File: config.mk
export PLATFORM = sky130hd
export DESIGN_NAME = fft_sdf_stage
export DESIGN_NICKNAME = d
export VERILOG_FILES = /design/src/rtl/fft_pkg.sv /design/src/rtl/fft_cmul.sv /design/src/rtl/fft_sdf_stage.sv
export SDC_FILE = /design/constraint.sdc
export NUM_CORES = 2
export LEC_CHECK = 0
export CORE_ASPECT_RATIO = 2
export CORE_MARGIN = 8
export CORE_UTILIZATION = 30
export CTS_CLUSTER_DIAMETER = 80
export DETAILED_ROUTE_END_ITERATION = 16
export HOLD_SLACK_MARGIN = 0.03
export PLACE_DENSITY = 0.44
export REMOVE_ABC_BUFFERS = 1
export SLEW_MARGIN = 25
export SYNTH_ARGS = -nofsm -noshare
export SYNTH_HDL_FRONTEND = slang
export SYNTH_SLANG_ARGS = --single-unit
File: constraint.sdc
create_clock -name clk -period 33.8 [get_ports clk]
set_input_delay 10.14 -clock clk [delete_from_list [all_inputs] [get_ports clk]]
set_output_delay 10.14 -clock clk [all_outputs]
set_load 0.005 [all_outputs]
File: src/rtl/fft_pkg.sv
// Shared FFT datapath types, twiddle table and saturation helper.
// Used by the SDF butterfly stages and the bit-reversal sorter.
package fft_pkg;

  localparam int DEF_WIDTH   = 16;
  localparam int DEF_TW_FRAC = 14;
  localparam int TW_W        = 16;

  typedef struct packed {
    logic signed [DEF_WIDTH-1:0] re;
    logic signed [DEF_WIDTH-1:0] im;
  } sample_t;

  typedef logic signed [TW_W-1:0] tw_t;

  // W32^k = c - j*s, Q2.14
  localparam tw_t TW_COS [16] = '{
    16'sd16384,  16'sd16069,  16'sd15137,  16'sd13623,
    16'sd11585,  16'sd9102,   16'sd6270,   16'sd3196,
    16'sd0,     -16'sd3196,  -16'sd6270,  -16'sd9102,
   -16'sd11585, -16'sd13623, -16'sd15137, -16'sd16069
  };

  localparam tw_t TW_SIN [16] = '{
    16'sd0,      16'sd3196,   16'sd6270,   16'sd9102,
    16'sd11585,  16'sd13623,  16'sd15137,  16'sd16069,
    16'sd16384,  16'sd16069,  16'sd15137,  16'sd13623,
    16'sd11585,  16'sd9102,   16'sd6270,   16'sd3196
  };

  function automatic logic signed [63:0] sat(
    input logic signed [63:0] v,
    input int                 w
  );
    logic signed [63:0] hi;
    logic signed [63:0] lo;
    hi = (64'sd1 <<< (w - 1)) - 64'sd1;
    lo = -hi - 64'sd1;
    if (v > hi) return hi;
    if (v < lo) return lo;
    return v;
  endfunction

endpackage

File: src/rtl/fft_cmul.sv
// Complex multiply by W32^k with round-half-up and saturation.
// Purely combinational; the caller registers the result.
module fft_cmul
  import fft_pkg::*;
#(
  parameter int WIDTH   = DEF_WIDTH,
  parameter int TW_FRAC = DEF_TW_FRAC
) (
  input  logic signed [WIDTH-1:0] d_r,
  input  logic signed [WIDTH-1:0] d_i,
  input  logic        [3:0]       k,
  output logic signed [WIDTH-1:0] p_r,
  output logic signed [WIDTH-1:0] p_i
);

  logic signed [63:0] c;
  logic signed [63:0] s;
  logic signed [63:0] ar;
  logic signed [63:0] ai;
  logic signed [63:0] re;
  logic signed [63:0] im;
  logic signed [63:0] half;

  always_comb begin
    c    = 64'(TW_COS[k]);
    s    = 64'(TW_SIN[k]);
    ar   = 64'(d_r);
    ai   = 64'(d_i);
    half = 64'sd1 <<< (TW_FRAC - 1);
    re   = ar * c + ai * s + half;
    im   = ai * c - ar * s + half;
    p_r  = WIDTH'(sat(re >>> TW_FRAC, WIDTH));
    p_i  = WIDTH'(sat(im >>> TW_FRAC, WIDTH));
  end

endmodule

File: src/rtl/fft_sdf_stage.sv
// Radix-2 DIF single-path delay-feedback butterfly stage, scaled by 1/2.
// Sums leave in phase B; twiddled differences drain in the next phase A.
module fft_sdf_stage
  import fft_pkg::*;
#(
  parameter int DELAY   = 16,
  parameter int WIDTH   = DEF_WIDTH,
  parameter int TW_FRAC = DEF_TW_FRAC
) (
  input  logic                    clk,
  input  logic                    rst,
  input  logic                    in_valid,
  input  logic signed [WIDTH-1:0] in_r,
  input  logic signed [WIDTH-1:0] in_i,
  input  logic                    flush,
  output logic                    out_valid,
  output logic signed [WIDTH-1:0] out_r,
  output logic signed [WIDTH-1:0] out_i,
  output logic                    out_sof
);

  localparam int CW   = $clog2(2 * DELAY);
  localparam int STEP = 16 / DELAY;
  localparam int W1   = WIDTH + 1;

  logic [CW-1:0] cnt;
  logic          primed;
  logic          phase_b;
  logic          flush_adv;
  logic          adv;
  logic          last_flush;
  logic [3:0]    k;

  logic signed [WIDTH-1:0] x_r, x_i;
  logic signed [WIDTH-1:0] f_r, f_i;
  logic signed [W1-1:0]    s_r, s_i;
  logic signed [W1-1:0]    d_r, d_i;
  logic signed [WIDTH-1:0] sum_r, sum_i;
  logic signed [WIDTH-1:0] dif_r, dif_i;
  logic signed [WIDTH-1:0] tw_r, tw_i;
  logic signed [WIDTH-1:0] push_r, push_i;

  logic signed [WIDTH-1:0] fifo_r [DELAY];
  logic signed [WIDTH-1:0] fifo_i [DELAY];

  always_comb begin
    phase_b    = cnt >= CW'(DELAY);
    flush_adv  = !in_valid && flush && primed && !phase_b;
    adv        = in_valid || flush_adv;
    last_flush = flush_adv && (cnt == CW'(DELAY - 1));
    x_r        = in_valid ? in_r : '0;
    x_i        = in_valid ? in_i : '0;
    f_r        = fifo_r[DELAY-1];
    f_i        = fifo_i[DELAY-1];
    s_r        = W1'(f_r) + W1'(x_r);
    s_i        = W1'(f_i) + W1'(x_i);
    d_r        = W1'(f_r) - W1'(x_r);
    d_i        = W1'(f_i) - W1'(x_i);
    sum_r      = WIDTH'(s_r >>> 1);
    sum_i      = WIDTH'(s_i >>> 1);
    dif_r      = WIDTH'(d_r >>> 1);
    dif_i      = WIDTH'(d_i >>> 1);
    push_r     = phase_b ? dif_r : x_r;
    push_i     = phase_b ? dif_i : x_i;
    k          = 4'(int'(cnt) * STEP);
  end

  fft_cmul #(
    .WIDTH  (WIDTH),
    .TW_FRAC(TW_FRAC)
  ) u_cmul (
    .d_r(f_r),
    .d_i(f_i),
    .k  (k),
    .p_r(tw_r),
    .p_i(tw_i)
  );

  always_ff @(posedge clk) begin
    if (adv) begin
      fifo_r[0] <= push_r;
      fifo_i[0] <= push_i;
      for (int i = 1; i < DELAY; i++) begin
        fifo_r[i] <= fifo_r[i-1];
        fifo_i[i] <= fifo_i[i-1];
      end
    end
  end

  always_ff @(posedge clk or posedge rst) begin
    if (rst) begin
      cnt       <= '0;
      primed    <= 1'b0;
      out_valid <= 1'b0;
      out_r     <= '0;
      out_i     <= '0;
      out_sof   <= 1'b0;
    end else begin
      out_valid <= adv && (phase_b || primed);
      out_sof   <= adv && (cnt == CW'(DELAY));
      if (adv) begin
        out_r <= phase_b ? sum_r : tw_r;
        out_i <= phase_b ? sum_i : tw_i;
        if (last_flush) begin
          cnt    <= '0;
          primed <= 1'b0;
        end else begin
          cnt <= cnt + 1'b1;
        end
        if (phase_b) primed <= 1'b1;
      end
    end
  end

endmodule
Word-level counts from Yosys, hierarchy flattened:

Memories as Yosys holds them, arrays and structs flattened.
Cells that the tools add are included.

* reduce and logical (&&, ||, !) cells: 12
* muxes and demuxes: 29
* multipliers: 4
* magnitude comparators: 6
* add/subtract/negate cells: 9
* bitwise gates (word level): 1
* equal/unequal tests: 2

Operators by type and width (number)
* $mux W16: 18
* $add A64 B15 Y64 const B: 2
* $mul A16 B16 Y32: 4
* $gt A50 B16 Y1 const B: 2
* $lt A50 B16 Y1 const B: 2
* $add A64 B64 Y64: 1
* $sub A64 B64 Y64: 1
* $add A16 B16 Y17: 2
* $sub A16 B16 Y17: 2
* $ge A5 B5 Y1 const B: 2
* $mux W1: 10
* $logic_and A1 B1 Y1: 6
* $add A5 B1 Y5 const B: 1
* $eq A5 B4 Y1 const B: 1
* $eq A5 B5 Y1 const B: 1
* $mux W5: 1
* $not A4 Y5: 1
* $logic_not A1 Y1: 2
* $logic_or A1 B1 Y1: 2
* $reduce_and A2 Y1: 1
* $reduce_bool A2 Y1: 1

* ROM bits: 512
* logic and storage cells: 73
* register bits after elaboration: 40
* memories kept: 4
* bits in writable memories: 512
* input port bits: 36
* output and inout bits: 34

Memories
* (name not given): words 16, bits a word 16, read ports 1, clocked after Yosys merged registers in 0, wr ports 0, RTL line fft_cmul.sv:25 `c = 64'(TW_COS[k]);`
* (name not given): words 16, bits a word 16, read ports 1, clocked after Yosys merged registers in 0, wr ports 0, RTL line fft_cmul.sv:26 `s = 64'(TW_SIN[k]);`
* fifo_i: words 16, bits a word 16, read ports 16, clocked after Yosys merged registers in 0, wr ports 16, RTL line fft_sdf_stage.sv:44 `logic signed [WIDTH-1:0] fifo_i [DELAY];`
* fifo_r: words 16, bits a word 16, read ports 16, clocked after Yosys merged registers in 0, wr ports 16, RTL line fft_sdf_stage.sv:43 `logic signed [WIDTH-1:0] fifo_r [DELAY];`

Depth between registers and ports, before layout:

* depth in word-level cells: 13
* gate-level depth with buffers: 46
* mapped depth without buffers: 43

By module:

A second synthesis with hierarchy kept.

* cell total of the unflattened synthesis: 5542
* area total of the unflattened synthesis: 61048.6 µm²

Modules (own cells, without submodules)
* fft_cmul: area an instance 40448.8 µm², cells an instance 4322, times used 1, seq. area each 0.0 µm²
* fft_sdf_stage: area an instance 20599.8 µm², cells an instance 1220, times used 1, seq. area each 16375.7 µm²

Least setup slack after synthesis:

Ideal clock, no wire load.

* kind: input to register
* from: in flush
* to: reg out_i[1]
* path slack: 8.072 ns
* required time: 33.669 ns
* setup time: 0.131 ns
* data arrival time: 25.598 ns
* buffers on the path: 1
* cell stages on the path: 6
* cells stage by stage: nor2b_1 -> a21oi_1 -> clkinv_1 -> clkbuf_1 -> o21ai_0 -> a21oi_1

* word-level cells in the longest chain between the ends: 4

Ends and longest elaborated chain
* start: declaration: RTL line fft_sdf_stage.sv:15 `input logic flush,`
* $logic_and A1 B1 Y1 (3 in series): RTL line fft_sdf_stage.sv:48 `flush_adv = !in_valid && flush && primed && !phase_b;`
* $logic_or A1 B1 Y1: RTL line fft_sdf_stage.sv:49 `adv = in_valid || flush_adv;`
* named net adv: RTL line fft_sdf_stage.sv:30 `logic adv;`
* end signal: assignment: RTL line fft_sdf_stage.sv:103 `out_i <= phase_b ? sum_i : tw_i;`
* end: declaration: RTL line fft_sdf_stage.sv:18 `output logic signed [WIDTH-1:0] out_i,`

The timed path passes the listed nets, and every way through them passes these cells.
A chain may end at the register's enable or synchronous reset.

Final worst setup path:

* from: in flush
* to: reg out_r[14]

* word-level cells in the longest chain between the ends: 4

Ends and longest elaborated chain
* $logic_and A1 B1 Y1 (3 in series): RTL line fft_sdf_stage.sv:48
* $logic_or A1 B1 Y1: RTL line fft_sdf_stage.sv:49
* end signal: assignment: RTL line fft_sdf_stage.sv:102 `out_r <= phase_b ? sum_r : tw_r;`
* end: declaration: RTL line fft_sdf_stage.sv:17 `output logic signed [WIDTH-1:0] out_r,`

No other way between the ends.

==> flow_metrics.tcl <==
set metrics [dict create \
    layout-drive-gt1-share 0.04193 \
    post_drt_wl_per_cell_um 20.97 \
    cts_sinks 552 \
    firstDrtPassIters 7 \
    ys_top_cells_by_area "fa_1 (33%), edfxtp_1 (25%), ha_1 (11%)" \
    antenna_found_initial 12 \
    hp-start "fifo_r[1][13]$_DFFE_PP_" \
    ys_warn_count 0 \
    n_fill_cell 21320 \
    cp.arrival_ns 14.02 \
    cts_resized 0 \
    synth_top_area_cell "fa_1" \
    status "completed" \
    finClkSkew_ns 0.05563 \
    grt_max_degree 203 \
    critPathLaunch "flush" \
    synth-seq-area-share 0.2628 \
    nNetsFinal 7505 \
    relSlewSlack 0.2729 \
    worst_pin_slew_ns 1.091 \
    clockBufferDepth 3 \
    die_height_um 660.6 \
    critPathKind "input pin to register" \
    grt_use_total 0.1644 \
    reg2reg_from "cnt[0]$_DFFE_PP0P_" \
    cts_root_buf "clkbuf_16" \
    synthFlopType "edfxtp_1" \
    maxSlewViolCount 0 \
    cts_hold_buf 0 \
    hp-class "register to register" \
    die_width_um 338.3 \
    final-hold-violation-count 0 \
    grt_pass1_vias 45590 \
    rows 236 \
    setup_viol 0 \
    cp_max_fo 181 \
    post-cts-setup-buffers 0 \
    start_util 0.3015 \
    die_area_mm2 0.2235 \
    r2r_slack_ns 21.28 \
    cts.clk_slew.worst_paths_ns 0.07 \
    layout-area-overhead-vs-synth_pct 9.507 \
    setup_tns_ns 0 \
    io_buffer_count 69 \
    netlist-cell-type-count 89 \
    synth_area_mm2 0.06232 \
    rsz0062_at_grt "false" \
    yosysMostFrequentCell "inv_1" \
    cp_slowest_stage_delay_ns 0.65 \
    netlist_instances 5941 \
    synth_edf_count 512 \
    clkLatencyLatePin_ns 0.66 \
    dp_hpwl_mm 143.7 \
    fin_crit_sh 0.3983 \
    drcViolationCount 0 \
    routed_wl_mm 182.5 \
    reg2regPathDepth 38 \
    cp-end-kind "register" \
    grt_overflow 0 \
    ioPinCount 70 \
    cts_max_level 2 \
    synth-seq-cells 552 \
    hold_depth 0 \
    layout_min_cycle_time_ns 13.46 \
    design.core.area_mm2 0.2067 \
    crit_slowest_cell "buf_12" \
    critPathLaunchType "input pin" \
    ys_async_sr_fraction 0.07246 \
    ant_nets 0 \
    maxCapViolCount 0 \
    vias 40840 \
    yosys.area.top_type_share 0.3277 \
    cp_cell_sequence "clkdlybuf4s50_1, nor2b_1, a21oi_2, inv_8, buf_12, buf_12, buf_16, nor2_1, a221oi_1" \
    tritoncts "yes" \
    drtIter0Drc 1738 \
    grt_pass1_wl_mm 279.4 \
    cts_buffers 52 \
    gp_congestion 0.8290 \
    path_common_cell "buf_12" \
    via_per_inst 4.692 \
    synth_commonest_cells "inv_1 (1,272), fa_1 (1,020), nand2_1 (639), ha_1 (527), edfxtp_1 (512)" \
    avgSynthCellArea_um2 10.49 \
    max_freq_mhz 74.27 \
    final_util 0.3302 \
    critPathRequiredTime_ns 34.36 \
]
-- through the flow --
step / hold WS, ns / setup slack, ns / std cells / instance area, um2
2_1_floorplan: 0.4003 / 8.680 / 5710 / 61430
3_3_place_gp: 0.4004 / 19.88 / 8604 / 66500
3_5_place_dp: 0.4045 / 19.75 / 8604 / 66510
4_1_cts: 0.4107 / 20.50 / 8699 / 68200
5_1_grt: 0.4142 / 20.06 / 8701 / 68240
6_report: 0.4085 / 20.34 / 8704 / 68240
-- critical path, delay by kind of cell --
kind / cells / cell delay (ns)
AND/OR/NAND/NOR: 2 / 0.41
AO/OA/AOI/OAI: 2 / 0.48
buffers and inverters: 5 / 2.56
-- cell usage in the layout (no fill, tap or decap), drive strengths merged, types with 49 or more instances in the layout --
master,n
clkdlybuf4s50,68
ha,527
buf,90
clkbuf,69
a21oi,186
and2,422
edfxtp,512
nor2,155
xor2,52
nand3,49
inv,1282
a21o,53
nor2b,82
o21ai,109
xnor2,147
nand2,639
fa,1020
-- final cells by class --
type / instances / area [um2] / area share
multi-input combinational: 3881 / 40550 / 0.5941
sequential: 552 / 16380 / 0.2400
inverter: 1277 / 4805 / 0.07040
tap: 2737 / 3425 / 0.05018
timing repair buffer: 158 / 1399 / 0.02050
clock buffer: 69 / 1385 / 0.02030
clock inverter: 26 / 299.0 / 0.004382
antenna: 4 / 10.01 / 0.0001467
-- path summary, 6_finish.rpt --
kind                                           end
min                        fifo_r[1][29]$_DFFE_PP_
max reg2reg                   out_i[9]$_DFFE_PP0P_
min in group asynchronous     out_i[3]$_DFFE_PP0P_
max in group asynchronous       cnt[4]$_DFFE_PP0P_
max                          out_r[14]$_DFFE_PP0P_
min reg2reg                fifo_r[1][29]$_DFFE_PP_
-- cell families after synthesis --
family	after synthesis	share of synthesized area
adder cells (fa/ha/maj)	1547	0.4335
AND/OR/NAND/NOR	1531	0.1214
buffers and inverters	1508	0.09117
AO/OA/AOI/OAI	595	0.06180
flip-flops	552	0.2628
XOR/XNOR	199	0.02797
multiplexers	9	0.001446
-- sequential cells by signal, summed over array words and instances (netlist names) --
register / flops
cnt: 5
fifo_i: 256
out_r: 16
out_sof: 1
out_valid: 1
out_i: 16
primed: 1
fifo_r: 256
-- layer usage --
metal  wire, um  part of all wire  global-route usage
met1      61990              0.34              0.1646
met2     105000              0.58              0.3343
met3       4002             0.022             0.01103
met4      11450             0.063             0.08411
met5          0                 0                   0
Power is not shown: default switching activity piles up to over one toggle a cycle in this logic, so the estimate is an artifact.
